**src/rtl/check_dup_rd_pkg.sv**
```systemverilog
// Shared register-address constants for the dual-issue front end.
// Decode, issue and hazard logic import these for address width and the $zero index.
package check_dup_rd_pkg;

    localparam int AWIDTH = 5;
    localparam int CWIDTH = 16;

    localparam logic [AWIDTH-1:0] REG_ZERO = '0;

endpackage

```
**src/rtl/check_dup_rd_reg_cmp.sv**
```systemverilog
// Full-width register-address equality.
// A destination of $zero never matches, because writes to $zero are discarded.
module check_dup_rd_reg_cmp
    import check_dup_rd_pkg::*;
#(
    parameter int AW = AWIDTH
) (
    input  logic [AW-1:0] rd_i,
    input  logic [AW-1:0] src_i,
    output logic          match_o
);

    // Plain == keeps X/Z propagation.
    assign match_o = (rd_i == src_i) && (rd_i != AW'(REG_ZERO));

endmodule

```
**src/rtl/check_dup_rd.sv**
```systemverilog
// RAW hazard detector between slot-1 destination and slot-2 sources of a fetch pair.
// The combinational flags feed issue; the registered flag and event counter feed perf monitoring.
module check_dup_rd
    import check_dup_rd_pkg::*;
#(
    parameter int AWIDTH = check_dup_rd_pkg::AWIDTH,
    parameter int CWIDTH = check_dup_rd_pkg::CWIDTH
) (
    input  logic              cd_i_clk,
    input  logic              cd_i_rst_n,
    input  logic [AWIDTH-1:0] cd_i_addr_rd_1,
    input  logic [AWIDTH-1:0] cd_i_addr_rs_2,
    input  logic [AWIDTH-1:0] cd_i_addr_rt_2,
    output logic              cd_o_change_instr,
    output logic              cd_o_match_rs,
    output logic              cd_o_match_rt,
    output logic              cd_o_change_instr_q,
    output logic [CWIDTH-1:0] cd_o_dup_count
);

    logic              change_q;
    logic [CWIDTH-1:0] count_q;
    logic [CWIDTH-1:0] count_d;

    check_dup_rd_reg_cmp #(.AW(AWIDTH)) u_cmp_rs (
        .rd_i    (cd_i_addr_rd_1),
        .src_i   (cd_i_addr_rs_2),
        .match_o (cd_o_match_rs)
    );

    check_dup_rd_reg_cmp #(.AW(AWIDTH)) u_cmp_rt (
        .rd_i    (cd_i_addr_rd_1),
        .src_i   (cd_i_addr_rt_2),
        .match_o (cd_o_match_rt)
    );

    assign cd_o_change_instr = cd_o_match_rs | cd_o_match_rt;

    always_comb begin
        count_d = count_q;
        // Saturate at all-ones so the perf counter never wraps back to a small value.
        if (cd_o_change_instr && (count_q != {CWIDTH{1'b1}})) begin
            count_d = count_q + 1'b1;
        end
    end

    // NOTE: sequential state uses non-blocking assignments so every flop samples pre-edge values.
    always_ff @(posedge cd_i_clk or negedge cd_i_rst_n) begin
        if (!cd_i_rst_n) begin
            change_q <= 1'b0;
            count_q  <= '0;
        end else begin
            change_q <= cd_o_change_instr;
            count_q  <= count_d;
        end
    end

    assign cd_o_change_instr_q = change_q;
    assign cd_o_dup_count      = count_q;

endmodule

```
**config.mk**
```make
export PLATFORM = sky130hd
export DESIGN_NAME = check_dup_rd
export DESIGN_NICKNAME = d
export VERILOG_FILES = /design/src/rtl/check_dup_rd_pkg.sv /design/src/rtl/check_dup_rd_reg_cmp.sv /design/src/rtl/check_dup_rd.sv
export SDC_FILE = /design/constraint.sdc
export NUM_CORES = 1
export LEC_CHECK = 0
export BUFFER_PORTS_ARGS = -buffer_cell sky130_fd_sc_hd__buf_4
export CORE_ASPECT_RATIO = 1.25
export CORE_MARGIN = 2
export CORE_UTILIZATION = 40
export CTS_CLUSTER_SIZE = 16
export DETAILED_ROUTE_END_ITERATION = 8
export PLACE_DENSITY = 0.81
export SYNTH_ARGS = -nofsm -noshare
export SYNTH_HDL_FRONTEND = slang
export SYNTH_HIERARCHICAL = 1
export SYNTH_SLANG_ARGS = --single-unit
```
**constraint.sdc**
```tcl
create_clock -name cd_i_clk -period 1.75 [get_ports cd_i_clk]
set_input_delay 0.2625 -clock cd_i_clk [delete_from_list [all_inputs] [get_ports cd_i_clk]]
set_output_delay 0.2625 -clock cd_i_clk [all_outputs]
set_load 0.005 [all_outputs]
```
==> results of run 1 <==
[worst max-delay path: stages]
cell	delay, ns
buf_4	0.14
o41ai_2	0.34
a21oi_1	0.17
or2_4	0.31
buf_4	0.14
[worst min path at each step]
stage / from / endpoint
after CTS: cd_i_rst_n / cd_o_dup_count[1]$_DFFE_PN0P_
final: cd_i_rst_n / cd_o_dup_count[1]$_DFFE_PN0P_
after floorplan: cd_i_rst_n / cd_o_change_instr_q$_DFF_PN0_
after global placement: cd_i_rst_n / cd_o_dup_count[15]$_DFFE_PN0P_
after detailed placement: cd_i_rst_n / cd_o_dup_count[15]$_DFFE_PN0P_
after global routing: cd_i_rst_n / cd_o_dup_count[11]$_DFFE_PN0P_
[cell usage after synthesis, drive strengths merged]
library cell and n:
nor2 5, nor2b 1, inv 1, mux2 1
nand4 11, a21oi 6, mux2i 1, o2111a 1
o211a 1, buf 1, ha 1, and3 2
nand2 5, nand3b 1, o211ai 1, nor4 1
or2 1, o41ai 2, dfrtp 17, nand3 7
o21a 2, and4 1, or4 1, xnor2 18
a31oi 2
[kinds of logic (layout without fill, tap and decap cells)]
group / after synthesis / count (layout) / share of synthesized area, %
mux: 2 / 2 / 2.584
compound gates: 15 / 15 / 12.27
simple gates: 36 / 36 / 22.09
buf+inv: 2 / 62 / 1.550
fa+ha+maj: 1 / 1 / 1.292
xor+xnor: 18 / 18 / 16.28
flops: 17 / 17 / 43.93
[layer usage]
| layer | track usage (%) | vias to the layer above |
|---|---|---|
| li1 | - | 462 |
| met1 | 21.70 | 467 |
| met2 | 35.81 | 48 |
| met3 | 4.268 | 12 |
| met4 | 11.97 | 0 |
| met5 | 0 | - |
[power groups by stage]
stage	clock network, mW	registers, mW	logic [mW]
floorplan	0	0.492	0.0975
global placement	0	0.476	0.304
detailed placement	0	0.481	0.316
CTS	0.217	0.473	0.319
global route	0.238	0.479	0.351
finish	0.209	0.472	0.320
[cells in the final DEF (no fill, tap or decap), drive strengths merged, types with 2 or more instances in the layout]
master / instances
dfrtp: 17
and3: 2
xnor2: 18
o41ai: 2
nand4: 11
o21a: 2
clkbuf: 4
buf: 56
nor2: 5
nand2: 5
a31oi: 2
a21oi: 6
nand3: 7
[sequential cells by signal, summed over array words and instances, names as in the netlist]
| register | cells |
|---|---|
| cd_o_dup_count | 16 |
| cd_o_change_instr_q | 1 |
[through the flow]
step | cell area (µm²) | power, mW | hold slack, ns | util, % | cells
floorplan | 974.7 | 0.5893 | -0.03309 | - | 91
global placement | 1423 | 0.7800 | 0.1352 | 62.99 | 177
detailed placement | 1423 | 0.7973 | 0.1390 | 62.99 | 177
CTS | 1459 | 1.008 | 0.3670 | 64.60 | 182
global route | 1476 | 1.068 | 0.3569 | 65.37 | 182
finish | 1476 | 1.001 | 0.3525 | 65.37 | 182
[final cells by class]
class	count	area [µm²]
multi-input cells	72	551.8
repair buffers	57	430.4
inverters	1	3.754
fillers	179	782.0
well taps	31	38.79
flip-flops and latches	17	425.4
clock buffers	4	26.28
[timing repair]
action / 4_1_cts / 5_1_grt
endpoints found under the setup margin: 0 / 1
hold buffers: 1 / 0
gates resized for setup: 0 / 3
endpoints found under the hold margin: 17 / 0
==> run summary, run 1 <==
Reg-to-reg endpoint -> cd_o_dup_count[1]$_DFFE_PN0P_
I/O pin count -> 37
R2r startpoint -> cd_o_dup_count[3]$_DFFE_PN0P_
Die span in x -> 48.01 µm
GRT Residual Overflow -> 0
Detail Placement HPWL -> 2.131 mm
First-pass detailed-route iteration total -> 4
Gpl congestion -> 0.7800
Area leader, netlist -> dfrtp_1
Critical Path Start -> cd_i_addr_rd_1[0]
Clock Latency Late Sink -> 0.29 ns
Total core area -> 2258 µm²
CTS tree -> yes
HP Class -> input pin to async pin
Synth unique cells -> 27
Clock power share -> 20.9%
Startpoint class of the critical path -> input pin
Sequential share of the synthesized area -> 43.93%
Clock Sink Count -> 17
Final min period -> 1.636 ns
Worst setup margin -> 0.1144 ns
Final WL -> 2.655 mm
Path depth of the worst reg2reg path -> 4
Max Buffers Root-to-Sink -> 2
Ant. Diodes -> 0
NumNets Final -> 170
Max H-tree Level -> 1
Total Routing Usage GR -> 20.61%
Largest cells by area after synthesis -> dfrtp_1 44%, xnor2_1 16%, nand4_1 6.5%
Metal3 WL -> 217 µm
Die area -> 2833 µm²
Syn-to-layout area delta -> 52.46%
Remaining DRCs -> 0
Average wire per standard cell -> 14.59 µm
Met2 wire length -> 1.342 mm
Relative slew margins -> 75.14%
Maximum VDD drop -> 0.6853 mV
MaxCap Viol Count -> 0
Switching Share -> 29.36%
Pre-CTS setup slack -> -0.1348 ns
Lkg Pwr -> 0.7065 nW
Synth warn -> 6
Antenna violations before repair -> 0
DRT antenna net count -> 0
Net switching power -> 0.2939 mW
Clock Tree Root -> clkbuf_4
Flop pwr share -> 47.2%
Max Clk Rate -> 611.4 MHz
Share of cells above drive strength 1 -> 45.03%
Largest net degree at the start of global routing -> 18
Final setup violation count -> 0
IO Port Bufs -> 36
Final Hold Fails -> 0
Top layer in use -> met4
Vias -> 989
Max-slew violations -> 0
Synthesized Nets -> 109
First DRT Iteration DRCs -> 21
Synth top area share -> 43.93%
RSZ-0062 raised after global routing -> false
Crit path to -> cd_o_change_instr
Internal power -> 0.7072 mW
Clk slew on worst S/H paths -> 0.10 ns
First-pass GRT wire length -> 4.036 mm
Starting Density -> 42.88%
Critical path capture point type -> primary output
Setup_tns -> 0 ns
Req. time, crit path -> 1.49 ns
Synth Instances -> 91
Synth Register Bits -> 17
Synthesized cell area -> 968.4 µm²
Final period utilization -> 93.46%
Crit Path Class -> input pin to primary output
Status -> complete, no violations
Vias in the first global route -> 971
Worst Skew -> 0.006151 ns
Cell row count -> 19
R2R setup slack -> 0.13 ns
WL met1 -> 996 µm
Worst-path fanout max -> 4
Comb pwr share -> 31.9%
Synthesized area per cell -> 10.64 µm²
WP data arrival -> 1.37 ns
Cell Pwr Density -> 678.0 nW/µm²
Drt via density -> 5.434
Tightest Pin Transition -> 0.3716 ns
# Post-CTS Setup Buffers -> 0
Chip height -> 59.01 µm
CTS Buf Count -> 3
(Power assumes the default switching activity.)
==> run 2, diff against run 1 <==
==> constraint.sdc (replaced) <==
create_clock -name cd_i_clk -period 1.75 [get_ports cd_i_clk]
set_input_delay 0.2625 -clock cd_i_clk [delete_from_list [all_inputs] [get_ports cd_i_clk]]
set_output_delay 0.2625 -clock cd_i_clk [all_outputs]
set_load 0.01 [all_outputs]
==> run 2 against run 1 <==
Largest power group unchanged. First-iteration DRC count rose by 120%. Routed wire length rose by 1.4%. Worst setup slack got worse by 0.037 ns. Worst hold slack improved by 0.029 ns. Die area did not move. Critical endpoint unchanged. Register-to-register slack got worse by 0.02 ns. Largest cell class unchanged. Combinational power fell by 7.2%. Power fell by 0.71%. Sequential power rose by 3%.
==> run summary, run 2 (same netlist as run 1, synthesis figures left out) <==
Vias -> 950 (was 989)
Clock Tree Root -> clkbuf_4 (unchanged)
Path depth of the worst reg2reg path -> 6 (was 4)
Max reg flops -> 16 (unchanged)
Detail Placement HPWL -> 2.076 mm (was 2.131 mm)
Ant. Diodes -> 0 (unchanged)
Worst hold slack -> 0.3816 ns (was 0.3525 ns)
Vias in the first global route -> 946 (was 971)
R2r startpoint -> cd_o_dup_count[0]$_DFFE_PN0P_ (was cd_o_dup_count[3]$_DFFE_PN0P_)
Slowest-stage cell, CP -> or2_2 (was o41ai_2)
IO Port Bufs -> 36 (unchanged)
Antenna violations before repair -> 0 (unchanged)
Final period utilization -> 95.56% (was 93.46%)
Tot Pwr -> 0.9940 mW (was 1.001 mW)
Clock Latency Late Sink -> 0.28 ns (was 0.29 ns)
Largest net degree at the start of global routing -> 18 (unchanged)
Final setup violation count -> 0 (unchanged)
Placed Area -> 1426 µm² (was 1423 µm²)
Commonest non-fill, non-tap cell in the layout -> buf_4 (unchanged)
CTS tree -> yes (unchanged)
Worst path top cell family by delay -> compound AO/OA/AOI/OAI gates (unchanged)
Share of cells above drive strength 1 -> 47.02% (was 45.03%)
CP peak stage delay -> 0.37 ns (was 0.34 ns)
Max Buffers Root-to-Sink -> 2 (unchanged)
Number of buffer and inverter stages on the critical path -> 2 (unchanged)
Chip height -> 59.01 µm (unchanged)
Critical Path Start -> cd_i_addr_rd_1[0] (unchanged)
# Post-CTS Setup Buffers -> 0 (unchanged)
Syn-to-layout area delta -> 51.81% (was 52.46%)
Remaining DRCs -> 0 (unchanged)
Tightest Pin Transition -> 0.4049 ns (was 0.3716 ns)
Startpoint class of the critical path -> input pin (unchanged)
Critical path capture point type -> primary output (unchanged)
WP data arrival -> 1.41 ns (was 1.37 ns)
Starting Density -> 42.88% (unchanged)
Cell Pwr Density -> 676.1 nW/µm² (was 678.0 nW/µm²)
First-pass detailed-route iteration total -> 4 (unchanged)
Status -> complete, no violations (unchanged)
NumNets Final -> 170 (unchanged)
Final Hold Fails -> 0 (unchanged)
Total core area -> 2258 µm² (unchanged)
Layout Cells excl Fill -> 182 (unchanged)
CTS Buf Count -> 3 (unchanged)
Relative slew margins -> 72.90% (was 75.14%)
Filler instances -> 203 (was 179)
Design Area, Final -> 1470 µm² (was 1476 µm²)
GRT Residual Overflow -> 0 (unchanged)
Worst Skew -> 0.002314 ns (was 0.006151 ns)
Critical path, cell by cell -> buf_4 -> o41ai_2 -> a21oi_2 -> or2_2 -> buf_4 (was buf_4 -> o41ai_2 -> a21oi_1 -> or2_4 -> buf_4)
Cell repeated most along the worst path -> buf_4 (unchanged)
Die area -> 2833 µm² (unchanged)
Total Routing Usage GR -> 20.20% (was 20.61%)
R2R setup slack -> 0.11 ns (was 0.13 ns)
Cell row count -> 19 (unchanged)
Final core utilization -> 65.10% (was 65.37%)
Lkg Pwr -> 0.7032 nW (was 0.7065 nW)
Max Clk Rate -> 598.0 MHz (was 611.4 MHz)
Req. time, crit path -> 1.49 ns (about the same)
HP Class -> input pin to async pin (unchanged)
Clk slew on worst S/H paths -> 0.10 ns (about the same)
Final min period -> 1.672 ns (was 1.636 ns)
Final WL -> 2.692 mm (was 2.655 mm)
Commonest non-fill, non-tap cells in the layout -> 56 x buf_4, 18 x xnor2_1, 16 x dfrtp_1 (was 56 x buf_4, 18 x xnor2_1, 17 x dfrtp_1)
Worst-path fanout max -> 4 (unchanged)
Gpl congestion -> 0.7925 (was 0.7800)
Crit Path Class -> input pin to primary output (unchanged)
First DRT Iteration DRCs -> 46 (was 21)
I/O pin count -> 37 (unchanged)
Crit path to -> cd_o_change_instr (unchanged)
CP Depth -> 5 (unchanged)
First-pass GRT wire length -> 4.008 mm (was 4.036 mm)
RSZ-0062 raised after global routing -> false (unchanged)
DRT antenna net count -> 0 (unchanged)
Max-slew violations -> 0 (unchanged)
Drt via density -> 5.220 (was 5.434)
Reg-to-reg endpoint -> cd_o_dup_count[5]$_DFFE_PN0P_ (was cd_o_dup_count[1]$_DFFE_PN0P_)
MaxCap Viol Count -> 0 (unchanged)
Placed cell count -> 177 (unchanged)
Clock Sink Count -> 17 (unchanged)
Maximum VDD drop -> 0.6898 mV (was 0.6853 mV)
Average wire per standard cell -> 14.79 µm (was 14.59 µm)
Max H-tree Level -> 1 (unchanged)
Die span in x -> 48.01 µm (unchanged)
-- run 2: layout make-up --
type	instances	area, µm²	area share, %
Timing Repair Buffer	57	430.4	29.28
Sequential cell	17	426.7	29.02
Inverter	1	3.754	0.2553
Tap cell	31	38.79	2.638
Clock buffer	4	26.28	1.787
Multi-Input combinational cell	72	544.3	37.02
-- run 2: metrics by stage --
| step | setup WS, ns | TNS, ns |
|---|---|---|
| after floorplan | -0.0001166 | -0.0001166 |
| after global placement | -0.1155 | -0.3509 |
| after detailed placement | -0.1899 | -1.126 |
| after CTS | 0.06816 | 0 |
| after global routing | 0.01598 | 0 |
| final | 0.07778 | 0 |
-- run 2: worst min-delay path by stage --
stage                          start                        endpoint  slack [ns]
final                     cd_i_rst_n  cd_o_dup_count[15]$_DFFE_PN0P_        0.38
after detailed placement  cd_i_rst_n  cd_o_dup_count[11]$_DFFE_PN0P_        0.14
after floorplan           cd_i_rst_n   cd_o_change_instr_q$_DFF_PN0_       -0.03
after global routing      cd_i_rst_n  cd_o_dup_count[11]$_DFFE_PN0P_        0.40
after global placement    cd_i_rst_n  cd_o_dup_count[15]$_DFFE_PN0P_        0.13
after CTS                 cd_i_rst_n  cd_o_dup_count[11]$_DFFE_PN0P_        0.38
-- run 2: layer usage --
layer	part of all wire, %	vias up	global-route usage, %
met3	8.0	2	2.134
met5	0	-	0
met1	38	444	23.09
met4	0.63	0	8.108
li1	-	460	-
met2	54	44	36.38
-- run 2: where the power goes --
group | switching, mW | internal, mW | total, mW
combinational | 0.125 | 0.172 | 0.297
sequential | 0.0532 | 0.434 | 0.487
clock | 0.122 | 0.0885 | 0.210
-- run 2: timing repair --
item,in CTS,in global routing
gates resized for setup,0,2
endpoints found under the setup margin,0,3
endpoints found under the hold margin,17,0
hold buffers,1,0
-- run 2: worst reg2reg max path, delay by kind of cell, from the launching register on --
family / cells / cell delay (ns)
xor gates and xnor gates: 1 / 0.13
adders and majority gates: 1 / 0.20
buffers and inverters: 1 / 0.18
DFF: 1 / 0.42
and+or+nand+nor: 3 / 0.64
